--- src/rtl/filter_window_controller_pkg.sv ---
// Shared definitions for the frame-level 3x3 window controller.
package filter_window_controller_pkg;

  localparam int PIXEL_WIDTH  = 8;
  localparam int COLUMN_WIDTH = 3 * PIXEL_WIDTH;
  localparam int WINDOW_WIDTH = 9 * PIXEL_WIDTH;

  typedef enum logic [2:0] {
    FWC_IDLE  = 3'd0,
    FWC_PRIME = 3'd1,
    FWC_FETCH = 3'd2,
    FWC_WRITE = 3'd3,
    FWC_DONE  = 3'd4
  } fwc_state_t;

  // Window row addressed by the read issued at step idx (reads go top,
  // middle, bottom, then repeat for the next column).
  function automatic logic [1:0] read_row(input logic [2:0] idx);
    case (idx)
      3'd0, 3'd3: read_row = 2'd0;
      3'd1, 3'd4: read_row = 2'd1;
      default:    read_row = 2'd2;
    endcase
  endfunction

  // Window row whose data returns at step idx (one cycle behind the read).
  function automatic logic [1:0] capture_row(input logic [2:0] idx);
    case (idx)
      3'd1, 3'd4: capture_row = 2'd0;
      3'd2, 3'd5: capture_row = 2'd1;
      default:    capture_row = 2'd2;
    endcase
  endfunction

endpackage

--- src/rtl/filter_window_controller_window.sv ---
// 3x3 pixel window held as three columns; new columns enter on the right.
module window_shift_register
  import filter_window_controller_pkg::*;
(
  input  logic        clk,
  input  logic        reset,
  input  logic        col_valid,
  input  logic [23:0] col_in,
  output logic [71:0] pixel_values
);

  logic [2:0][COLUMN_WIDTH-1:0] cols;

  // Shift the window one column left whenever a full column has arrived.
  always_ff @(posedge clk or posedge reset) begin
    if (reset) begin
      cols <= '0;
    end else if (col_valid) begin
      cols[0] <= cols[1];
      cols[1] <= cols[2];
      cols[2] <= col_in;
    end
  end

  // Flatten to the filter ordering: pixel k = 3*row + col.
  always_comb begin
    pixel_values = '0;
    for (int r = 0; r < 3; r++) begin
      for (int c = 0; c < 3; c++) begin
        pixel_values[PIXEL_WIDTH*(3*r+c) +: PIXEL_WIDTH] = cols[c][PIXEL_WIDTH*r +: PIXEL_WIDTH];
      end
    end
  end

endmodule

--- src/rtl/filter_window_controller.sv ---
// Walks every interior pixel of a frame, builds its 3x3 window from the
// source memory and writes the filter result to the destination memory.
//
// state | meaning
// IDLE  | waiting for start, counters cleared
// PRIME | fetch columns 0 and 1 of the three rows around y (6 reads, 7 cycles)
// FETCH | fetch column cx of the three rows (3 reads, 4 cycles)
// WRITE | write filter result for centre (cx-1, y)
// DONE  | one-cycle completion pulse
module filter_window_controller
  import filter_window_controller_pkg::*;
#(
  parameter int IMG_WIDTH  = 160,
  parameter int IMG_HEIGHT = 120,
  parameter int ADDR_WIDTH = 15
) (
  input  logic                  clk,
  input  logic                  reset,
  input  logic                  start,
  output logic                  busy,
  output logic                  done,
  output logic                  rd_en,
  output logic [ADDR_WIDTH-1:0] rd_addr,
  input  logic [7:0]            rd_data,
  output logic [71:0]           pixel_values,
  input  logic [7:0]            filter_result,
  output logic                  wr_en,
  output logic [ADDR_WIDTH-1:0] wr_addr,
  output logic [7:0]            wr_data
);

  localparam logic [ADDR_WIDTH-1:0] ROW_STEP  = ADDR_WIDTH'(IMG_WIDTH);
  localparam logic [ADDR_WIDTH-1:0] ROW_STEP2 = ADDR_WIDTH'(2 * IMG_WIDTH);
  localparam logic [ADDR_WIDTH-1:0] CX_LAST   = ADDR_WIDTH'(IMG_WIDTH - 1);
  localparam logic [ADDR_WIDTH-1:0] Y_LAST    = ADDR_WIDTH'(IMG_HEIGHT - 2);

  fwc_state_t            state, state_nxt;
  logic [2:0]            idx, idx_nxt;
  logic [ADDR_WIDTH-1:0] cx, cx_nxt;
  logic [ADDR_WIDTH-1:0] y, y_nxt;
  // base holds (y-1)*IMG_WIDTH, the address of the top window row.
  logic [ADDR_WIDTH-1:0] base, base_nxt;
  logic [1:0]            rd_row;
  logic [ADDR_WIDTH-1:0] rd_col;
  logic [ADDR_WIDTH-1:0] row_base;
  logic                  cap_en;
  logic [1:0]            cap_row;
  logic [15:0]           col_buf;
  logic                  col_valid;
  logic [23:0]           col_in;

  // State and counter registers.
  always_ff @(posedge clk or posedge reset) begin
    if (reset) begin
      state <= FWC_IDLE;
      idx   <= '0;
      cx    <= '0;
      y     <= '0;
      base  <= '0;
    end else begin
      state <= state_nxt;
      idx   <= idx_nxt;
      cx    <= cx_nxt;
      y     <= y_nxt;
      base  <= base_nxt;
    end
  end

  // Next-state, counter updates and per-state strobes.
  always_comb begin
    state_nxt = state;
    idx_nxt   = idx;
    cx_nxt    = cx;
    y_nxt     = y;
    base_nxt  = base;
    busy      = 1'b0;
    done      = 1'b0;
    rd_en     = 1'b0;
    rd_row    = 2'd0;
    rd_col    = '0;
    wr_en     = 1'b0;
    cap_en    = 1'b0;
    case (state)
      FWC_IDLE: begin
        idx_nxt  = '0;
        cx_nxt   = '0;
        y_nxt    = '0;
        base_nxt = '0;
        if (start) begin
          state_nxt = FWC_PRIME;
          y_nxt     = ADDR_WIDTH'(1);
        end
      end
      FWC_PRIME: begin
        busy   = 1'b1;
        rd_en  = (idx < 3'd6);
        rd_row = read_row(idx);
        rd_col = (idx < 3'd3) ? '0 : ADDR_WIDTH'(1);
        cap_en = (idx != 3'd0);
        if (idx == 3'd6) begin
          state_nxt = FWC_FETCH;
          idx_nxt   = '0;
          cx_nxt    = ADDR_WIDTH'(2);
        end else begin
          idx_nxt = idx + 3'd1;
        end
      end
      FWC_FETCH: begin
        busy   = 1'b1;
        rd_en  = (idx < 3'd3);
        rd_row = read_row(idx);
        rd_col = cx;
        cap_en = (idx != 3'd0);
        if (idx == 3'd3) begin
          state_nxt = FWC_WRITE;
          idx_nxt   = '0;
        end else begin
          idx_nxt = idx + 3'd1;
        end
      end
      FWC_WRITE: begin
        busy  = 1'b1;
        wr_en = 1'b1;
        if (cx < CX_LAST) begin
          cx_nxt    = cx + ADDR_WIDTH'(1);
          state_nxt = FWC_FETCH;
        end else if (y < Y_LAST) begin
          y_nxt     = y + ADDR_WIDTH'(1);
          base_nxt  = base + ROW_STEP;
          cx_nxt    = '0;
          state_nxt = FWC_PRIME;
        end else begin
          state_nxt = FWC_DONE;
        end
      end
      FWC_DONE: begin
        done      = 1'b1;
        state_nxt = FWC_IDLE;
      end
      default: state_nxt = FWC_IDLE;
    endcase
  end

  // Read and write addresses; both are held at zero when their strobe is low.
  always_comb begin
    case (rd_row)
      2'd1:    row_base = base + ROW_STEP;
      2'd2:    row_base = base + ROW_STEP2;
      default: row_base = base;
    endcase
    rd_addr = rd_en ? (row_base + rd_col) : '0;
    wr_addr = wr_en ? (base + ROW_STEP + cx - ADDR_WIDTH'(1)) : '0;
    wr_data = wr_en ? filter_result : '0;
  end

  // Column assembler: hold the top and middle returns until the bottom arrives.
  always_ff @(posedge clk or posedge reset) begin
    if (reset) begin
      col_buf <= '0;
    end else if (cap_en) begin
      if (cap_row == 2'd0) col_buf[7:0]  <= rd_data;
      if (cap_row == 2'd1) col_buf[15:8] <= rd_data;
    end
  end

  assign cap_row   = capture_row(idx);
  assign col_valid = cap_en && (cap_row == 2'd2);
  assign col_in    = {rd_data, col_buf};

  window_shift_register u_window (
    .clk          (clk),
    .reset        (reset),
    .col_valid    (col_valid),
    .col_in       (col_in),
    .pixel_values (pixel_values)
  );

endmodule

--- config.mk ---
export PLATFORM = sky130hd
export DESIGN_NAME = filter_window_controller
export DESIGN_NICKNAME = d
export VERILOG_FILES = /design/src/rtl/filter_window_controller_pkg.sv /design/src/rtl/filter_window_controller_window.sv /design/src/rtl/filter_window_controller.sv
export SDC_FILE = /design/constraint.sdc
export NUM_CORES = 1
export LEC_CHECK = 0
export ABC_CLOCK_PERIOD_IN_PS = 5500
export CORE_ASPECT_RATIO = 1.5
export CORE_MARGIN = 5
export CORE_UTILIZATION = 43
export CTS_CLUSTER_SIZE = 28
export DETAILED_ROUTE_END_ITERATION = 16
export PLACE_DENSITY = 0.67
export SETUP_SLACK_MARGIN = 0.15
export SYNTH_ARGS = -nofsm -noshare
export SYNTH_HDL_FRONTEND = slang
export SYNTH_SLANG_ARGS = --single-unit
--- constraint.sdc ---
create_clock -name clk -period 5.5 [get_ports clk]
set_clock_uncertainty 0.05 [all_clocks]
set_input_delay 1.1 -clock clk [delete_from_list [all_inputs] [get_ports clk]]
set_output_delay 1.1 -clock clk [all_outputs]
set_load 0.01 [all_outputs]
==> impl_metrics.prom <==
# TYPE chip_impl_metric gauge
chip_impl_metric{name="routedWlPerCell",unit="µm"} 16.9
chip_impl_metric{name="final_max_slew_viol_count",unit=""} 0
chip_impl_metric{name="vias_in_the_first_global_route",unit=""} 5793
chip_impl_metric{name="insertion_delay",unit="ns"} 0.41
chip_impl_metric{name="placementRows",unit=""} 59
chip_impl_metric{name="leakagePower",unit="nW"} 4.23
chip_impl_metric{name="path_max_fanout",unit=""} 7
chip_impl_metric{name="global_route.usage.total",unit="%"} 18.0
chip_impl_metric{name="ir_drop",unit="V"} 0.000201
chip_impl_metric{name="max_slew.worst_pin.slew",unit="ns"} 0.984
chip_impl_metric{name="synth_area",unit="µm²"} 7430
chip_impl_metric{name="critical-path-max-stage-delay",unit="ns"} 0.55
chip_impl_metric{name="post-synth-top-area-fraction",unit="%"} 45.1
chip_impl_info{name="regToRegStartpoint",value="state[2]$_DFFE_PP0P_"} 1
chip_impl_metric{name="antenna_left",unit=""} 0
chip_impl_metric{name="final.setup.tns",unit="ns"} 0
chip_impl_metric{name="worst_slew_margin_rel",unit="%"} 34.4
chip_impl_metric{name="synthesis.area_per_instance",unit="µm²"} 10.4
chip_impl_metric{name="maxClockFrequency",unit="MHz"} 196
chip_impl_info{name="synth_area_leaders",value="sky130_fd_sc_hd__dfrtp_1, sky130_fd_sc_hd__mux2_2, sky130_fd_sc_hd__ha_1"} 1
chip_impl_metric{name="grt_first_pass_wirelength",unit="µm"} 29600
chip_impl_info{name="criticalPathCategory",value="reg2out"} 1
chip_impl_metric{name="cts_htree_levels",unit=""} 4
chip_impl_metric{name="arrival",unit="ns"} 3.96
chip_impl_info{name="crit_path_end_kind",value="output port"} 1
chip_impl_metric{name="tritoncts_num_sinks",unit=""} 134
chip_impl_metric{name="synthDistinctLibCells",unit=""} 51
chip_impl_info{name="synth-main-ff-cell",value="sky130_fd_sc_hd__dfrtp_1"} 1
chip_impl_metric{name="clk_buf_depth",unit=""} 2
chip_impl_metric{name="placeableCoreArea",unit="µm²"} 17200
chip_impl_info{name="path_common_cell",value="sky130_fd_sc_hd__ha_1"} 1
chip_impl_metric{name="post-route-worst-setup-slack",unit="ns"} 0.392
chip_impl_metric{name="final-instance-count-excl-fill",unit=""} 1073
chip_impl_metric{name="synth_fp_nets",unit=""} 778
chip_impl_metric{name="cts.reportedPaths.clkPinSlew",unit="ns"} 0.06
chip_impl_metric{name="initialDrtViolationCount",unit=""} 397
chip_impl_metric{name="drt-total-wl",unit="µm"} 18100
chip_impl_metric{name="worst_path_required",unit="ns"} 4.35
chip_impl_metric{name="num_vias",unit=""} 5791
chip_impl_metric{name="synth-seq-cells",unit=""} 134
chip_impl_metric{name="synth.yosys.seq_area_share",unit="%"} 45.1
chip_impl_metric{name="detail_route.drc_violations",unit=""} 0
chip_impl_metric{name="die_area",unit="µm²"} 20100
chip_impl_metric{name="synth_cells",unit=""} 713
chip_impl_metric{name="max_cap_violations",unit=""} 0
chip_impl_metric{name="pwr_density_cell",unit="nW/µm²"} 238
chip_impl_info{name="clock_tree_from_tritoncts",value="yes"} 1
chip_impl_metric{name="gr-total-overflow",unit=""} 0
chip_impl_info{name="rsz_0062_raised_after_global_routing",value="false"} 1
chip_impl_metric{name="num_antenna_cells",unit=""} 0
chip_impl_metric{name="layout_worst_path_cycle_share",unit="%"} 92.9
chip_impl_metric{name="synth_edf_count",unit=""} 0
chip_impl_info{name="crit_start",value="base[6]$_DFFE_PP0P_"} 1
chip_impl_info{name="library_cell_used_as_clock_root_buffer",value="sky130_fd_sc_hd__clkbuf_16"} 1
chip_impl_metric{name="cp_num_buf_inv",unit=""} 2
chip_impl_metric{name="antenna_found_initial",unit=""} 0
chip_impl_metric{name="design.portCount",unit=""} 133
chip_impl_metric{name="min_period",unit="ns"} 5.11
chip_impl_info{name="netlist.top_cell.by_area",value="sky130_fd_sc_hd__dfrtp_1"} 1
chip_impl_metric{name="final_layout_size_suffix_gt1_share",unit="%"} 16.7
chip_impl_metric{name="cts_hold_buffers",unit=""} 0
chip_impl_metric{name="first_pass_iters",unit=""} 4
chip_impl_info{name="min_path_type",value="reg2reg"} 1
chip_impl_info{name="critPathSlowestCell",value="sky130_fd_sc_hd__clkdlybuf4s50_1"} 1
chip_impl_metric{name="synth-warning-count",unit=""} 0
chip_impl_info{name="critPathTopFamily",value="adder cells"} 1
chip_impl_info{name="yosys.cell_count.top_type",value="sky130_fd_sc_hd__dfrtp_1"} 1
chip_impl_metric{name="final_nets",unit=""} 912
chip_impl_metric{name="numPortBuffers",unit=""} 132
chip_impl_metric{name="numCtsBuffers",unit=""} 17
chip_impl_metric{name="post-place-ws",unit="ns"} 0.204
chip_impl_info{name="hp-start",value="u_window.pixel_values[55]$_DFFE_PP0P_"} 1
chip_impl_metric{name="place.gp.congestion",unit=""} 0.915
chip_impl_info{name="run_status",value="finished, final reports clean"} 1
chip_impl_metric{name="grt_max_degree",unit=""} 110
chip_impl_info{name="worst_path_cell_trace",value="ha_1 -> a21o_1 -> and3_1 -> and3_1 -> xnor2_2 -> ha_1 -> inv_1 -> ha_1 -> a211oi_2 -> nand2_1 -> o221ai_1 -> xnor2_1 -> nor2_1 -> clkdlybuf4s50_1"} 1
chip_impl_metric{name="placedCellCount",unit=""} 1036
chip_impl_metric{name="die_x",unit="µm"} 117
chip_impl_metric{name="synthArstFlopShare",unit="%"} 100
chip_impl_metric{name="detailed_place_hpwl",unit="µm"} 13900
chip_impl_info{name="timing.critical_path.from_type",value="flop"} 1
chip_impl_metric{name="die_y",unit="µm"} 171
chip_impl_metric{name="routed_via_density",unit=""} 5.40
chip_impl_metric{name="final.fill_count",unit=""} 1520
chip_impl_info{name="post_synth_most_frequent_cells",value="sky130_fd_sc_hd__dfrtp_1, sky130_fd_sc_hd__mux2_2, sky130_fd_sc_hd__nor2_1"} 1
chip_impl_metric{name="start_util",unit="%"} 43.2
chip_impl_metric{name="syn_to_final_growth",unit="%"} 29.8
chip_impl_metric{name="timing.final.hold_violations",unit=""} 0
chip_impl_metric{name="report.final.setup_viol",unit=""} 0
final cells by class:
cell class / instances / area [µm²] / share of cell area [%]
Multi-Input combinational cell: 501 / 3830 / 39.6
Sequential cell: 134 / 3360 / 34.8
Clock inverter: 14 / 155 / 1.61
Clock buffer: 18 / 439 / 4.55
Timing Repair Buffer: 143 / 1410 / 14.6
Inverter: 50 / 193 / 2.00
Tap cell: 213 / 267 / 2.76
worst paths after layout:
check                                                         to  slack [ns]  cells after the start
min in group asynchronous   u_window.pixel_values[2]$_DFFE_PP0P_        1.22                      2
setup / recovery                                     wr_addr[14]        0.39                     14
max in group asynchronous   u_window.pixel_values[7]$_DFFE_PP0P_        3.21                      3
setup reg to reg                            base[10]$_DFFE_PP0P_        2.27                      8
hold reg to reg            u_window.pixel_values[55]$_DFFE_PP0P_        0.43                      1
hold / removal             u_window.pixel_values[55]$_DFFE_PP0P_        0.43                      1
layout by cell type, fill, tap and decap left out, types with 9 or more instances in the layout:
cell type	instances
sky130_fd_sc_hd__a21o_1	9
sky130_fd_sc_hd__a21oi_1	22
sky130_fd_sc_hd__and2_1	14
sky130_fd_sc_hd__and3_1	9
sky130_fd_sc_hd__buf_4	11
sky130_fd_sc_hd__clkbuf_16	17
sky130_fd_sc_hd__clkdlybuf4s50_1	130
sky130_fd_sc_hd__dfrtp_1	127
sky130_fd_sc_hd__ha_1	43
sky130_fd_sc_hd__inv_1	49
sky130_fd_sc_hd__mux2_1	15
sky130_fd_sc_hd__mux2_2	75
sky130_fd_sc_hd__nand2_1	35
sky130_fd_sc_hd__nand3_1	12
sky130_fd_sc_hd__nand4_1	11
sky130_fd_sc_hd__nor2_1	66
sky130_fd_sc_hd__nor2b_1	11
sky130_fd_sc_hd__nor3_1	25
sky130_fd_sc_hd__o21a_1	10
sky130_fd_sc_hd__o21ai_0	26
sky130_fd_sc_hd__xnor2_1	18
sky130_fd_sc_hd__xor2_1	14
repair_timing:
action | in CTS | in global routing
pin swaps | 0 | 3
hold endpoints to repair | 0 | 0
endpoints found under the setup margin | 2 | 9
buffers inserted | 0 | 5
resized for setup | 3 | 17
per-stage QoR:
step           util [%]  hold WS [ns]  power, mW  instance area [µm²]
2_1_floorplan         -         0.410       1.11                 7430
3_3_place_gp       52.0         0.417       1.19                 8950
3_5_place_dp       52.0         0.425       1.20                 8950
4_1_cts            55.6         0.428       2.33                 9560
5_1_grt            56.1         0.448       2.38                 9650
6_report           56.1         0.432       2.30                 9650
cell families after synthesis:
| group | count (synthesis) | share of synthesized area (%) |
|---|---|---|
| xor gates and xnor gates | 34 | 4.01 |
| muxes | 97 | 14.6 |
| buffers and inverters | 78 | 4.16 |
| DFF | 134 | 45.1 |
| adders and majority gates | 46 | 7.84 |
| and+or+nand+nor | 204 | 13.5 |
| AOI/OAI and AO/OA | 120 | 10.8 |
where the power goes:
part	total, mW	internal (mW)	switching (mW)
registers	1.04	1.02	0.0200
clock network	1.12	0.657	0.465
logic	0.135	0.0786	0.0565
worst reg2reg max path, cell delays in order, from the launching register on:
cell and delay [ns]:
sky130_fd_sc_hd__dfrtp_1 0.48, sky130_fd_sc_hd__inv_1 0.35, sky130_fd_sc_hd__nand3_1 0.38, sky130_fd_sc_hd__buf_4 0.32, sky130_fd_sc_hd__inv_1 0.39, sky130_fd_sc_hd__and3_1 0.45, sky130_fd_sc_hd__nor2_1 0.27, sky130_fd_sc_hd__o21ai_0 0.27
sky130_fd_sc_hd__o31ai_1 0.13
sequential cells by signal (all words and copies together), names as in the netlist:
signal,count
state,3
u_window.pixel_values,72
col_buf,16
y,15
cx,15
idx,3
base,10
layer usage:
metal | wire length, µm | track usage, %
met1 | 7250 | 20.1
met5 | 0 | 0
met3 | 654 | 3.01
met2 | 9710 | 33.8
met4 | 505 | 7.22
Power figures use the tool's default switching activity.
==> edit: new RTL, same flow settings <==
Set the parameter `ADDR_WIDTH` to 16 (it was 15).
--- a/src/rtl/filter_window_controller.sv
+++ b/src/rtl/filter_window_controller.sv
@@ -12,7 +12,7 @@
 #(
   parameter int IMG_WIDTH  = 160,
   parameter int IMG_HEIGHT = 120,
-  parameter int ADDR_WIDTH = 15
+  parameter int ADDR_WIDTH = 16
 ) (
   input  logic                  clk,
   input  logic                  reset,
Ports: changed (resized rd_addr and wr_addr); port bits go from 133 to 135. No check against the original RTL was run, so the function may have changed too.
==> edit against the unedited design <==
  * Cell area grew 6.1%
  * Power grew 4.1%
  * Area after synthesis grew 7.2%
  * Worst setup slack lost 0.094 ns
  * Global-route usage grew 0.70 points
  * Sequential cell count grew 3
  * Routed wire length grew 7.8%
  * Critical endpoint is now rd_addr[13]
  * Clock power grew 5%
  * Sequential share of layout area shrank 1.3 points
==> edit: results (changes against the unedited design) <==
Run status
  • Status: completed (unchanged)

GRT
  • Vias in the first global route: 6289 (was 5793)
  • Overall Global Routing Usage: 0.187 (was 0.180)
  • First-pass GRT wire length: 31900 um (was 29600 um)

Cells and area
  • Layout Cells excl Fill: 1174 (was 1073)
  • Fraction of layout cells with a size suffix above 1: 0.183 (was 0.167)
  • Final #Nets: 978 (was 912)

Place
  • Placed Instances: 1137 (was 1036)
  • Port Buffer Count: 134 (was 132)
  • Dpl ws: 0.316 ns (was 0.204 ns)
  • Post-DP HPWL: 14500 um (was 13900 um)

Power
  • Maximum vdd drop: 0.000211 V (was 0.000201 V)
  • Pwr Density: 234 mW/mm^2 (was 238 mW/mm^2)
  • Leakage: 0.00455 uW (was 0.00423 uW)

Drt
  • Routed wire per std cell: 16.6 um (was 16.9 um)
  • Vias/cell: 5.26 (was 5.40)

Synth
  • Synth cell count leaders: 137 x dfrtp_1, 79 x nor2_1, 68 x mux2_2 (was 134 x dfrtp_1, 75 x mux2_2, 66 x nor2_1)
  • Mapped Nets: 842 (was 778)
  • Seq/Total Area, Yosys: 0.430 (was 0.451)
  • Post-Syn Area per Cell: 10.3 um^2 (was 10.4 um^2)
  • Area contributors post-synth: dfrtp_1 43%, mux2_2 9.6%, ha_1 7.7%, mux2_4 3.8%, nor2_1 3.7% (was dfrtp_1 45%, mux2_2 11%, ha_1 7.6%, nor2_1 3.3%, inv_1 2.5%)

Worst setup path
  • Reg-to-Reg End: u_window.pixel_values[51] (was base[10])
  • Peak fanout along the critical path: 9 (was 7)
  • Reg2reg setup slack: 2.70 ns (was 2.27 ns)
  • Crit path max-delay family: compound AO/OA/AOI/OAI gates (was adder cells)

Hold path
  • Min-Delay Startpoint: y[14] (was u_window.pixel_values[55])
## edit: worst reg2reg max path, stage by stage, from the launching register on
cell      delay, ns
dfrtp_1        0.53
nand2b_4       0.25
a21o_2         0.35
nor4_4         0.23
buf_4          0.81
mux2_2         0.47
## edit: through the flow
step	hold WS, ns	area, um^2
after floorplan	0.404	7970
after global placement	0.419	9490
after global routing	0.452	10200
after detailed placement	0.422	9490
final	0.435	10200
after CTS	0.441	10100
## edit: routing by layer
| layer | vias up | track usage | routed length [um] |
|---|---|---|---|
| met5 | - | 0 | 0 |
| met4 | 0 | 0.0902 | 751 |
| met3 | 42 | 0.0400 | 853 |
| met2 | 187 | 0.329 | 10000 |
| met1 | 2972 | 0.215 | 7880 |
| li1 | 2972 | - | - |
## edit: worst max-delay path by stage
stage	slack, ns	cells after the start	to
global placement	0.44	16	rd_addr[15]
floorplan	0.68	1	base[10]
finish	0.30	16	rd_addr[13]
global route	0.02	18	wr_addr[14]
detailed placement	0.32	16	rd_addr[15]
CTS	0.18	16	rd_addr[15]
## edit: layout make-up
cell class,instances,area [um^2]
fill,1623,8160
clock inverter,14,186
tap,252,315
clock buffer,18,429
multi-input combinational,556,4230
inverter,50,198
timing repair buffer,147,1450
sequential,137,3430
## edit: where the power goes
part | switching, uW | internal (uW)
Clock | 459 | 725
Combinational | 59.0 | 85.8
Sequential | 20.9 | 1040
## edit: logic make-up after synthesis
family | count (synthesis) | share of synthesized area
simple gates | 234 | 0.147
compound gates | 139 | 0.111
flops | 137 | 0.430
mux | 90 | 0.136
buf+inv | 80 | 0.0493
fa+ha+maj | 50 | 0.0794
xor+xnor | 42 | 0.0462
other cells | 1 | 0.000471
## edit: what timing repair did
item	CTS	global route
gates resized for setup	13	14
setup endpoints to repair	7	9
hold endpoints to repair	0	0
pin swaps	0	3
setup buffers	0	5
hold buffers	0	0
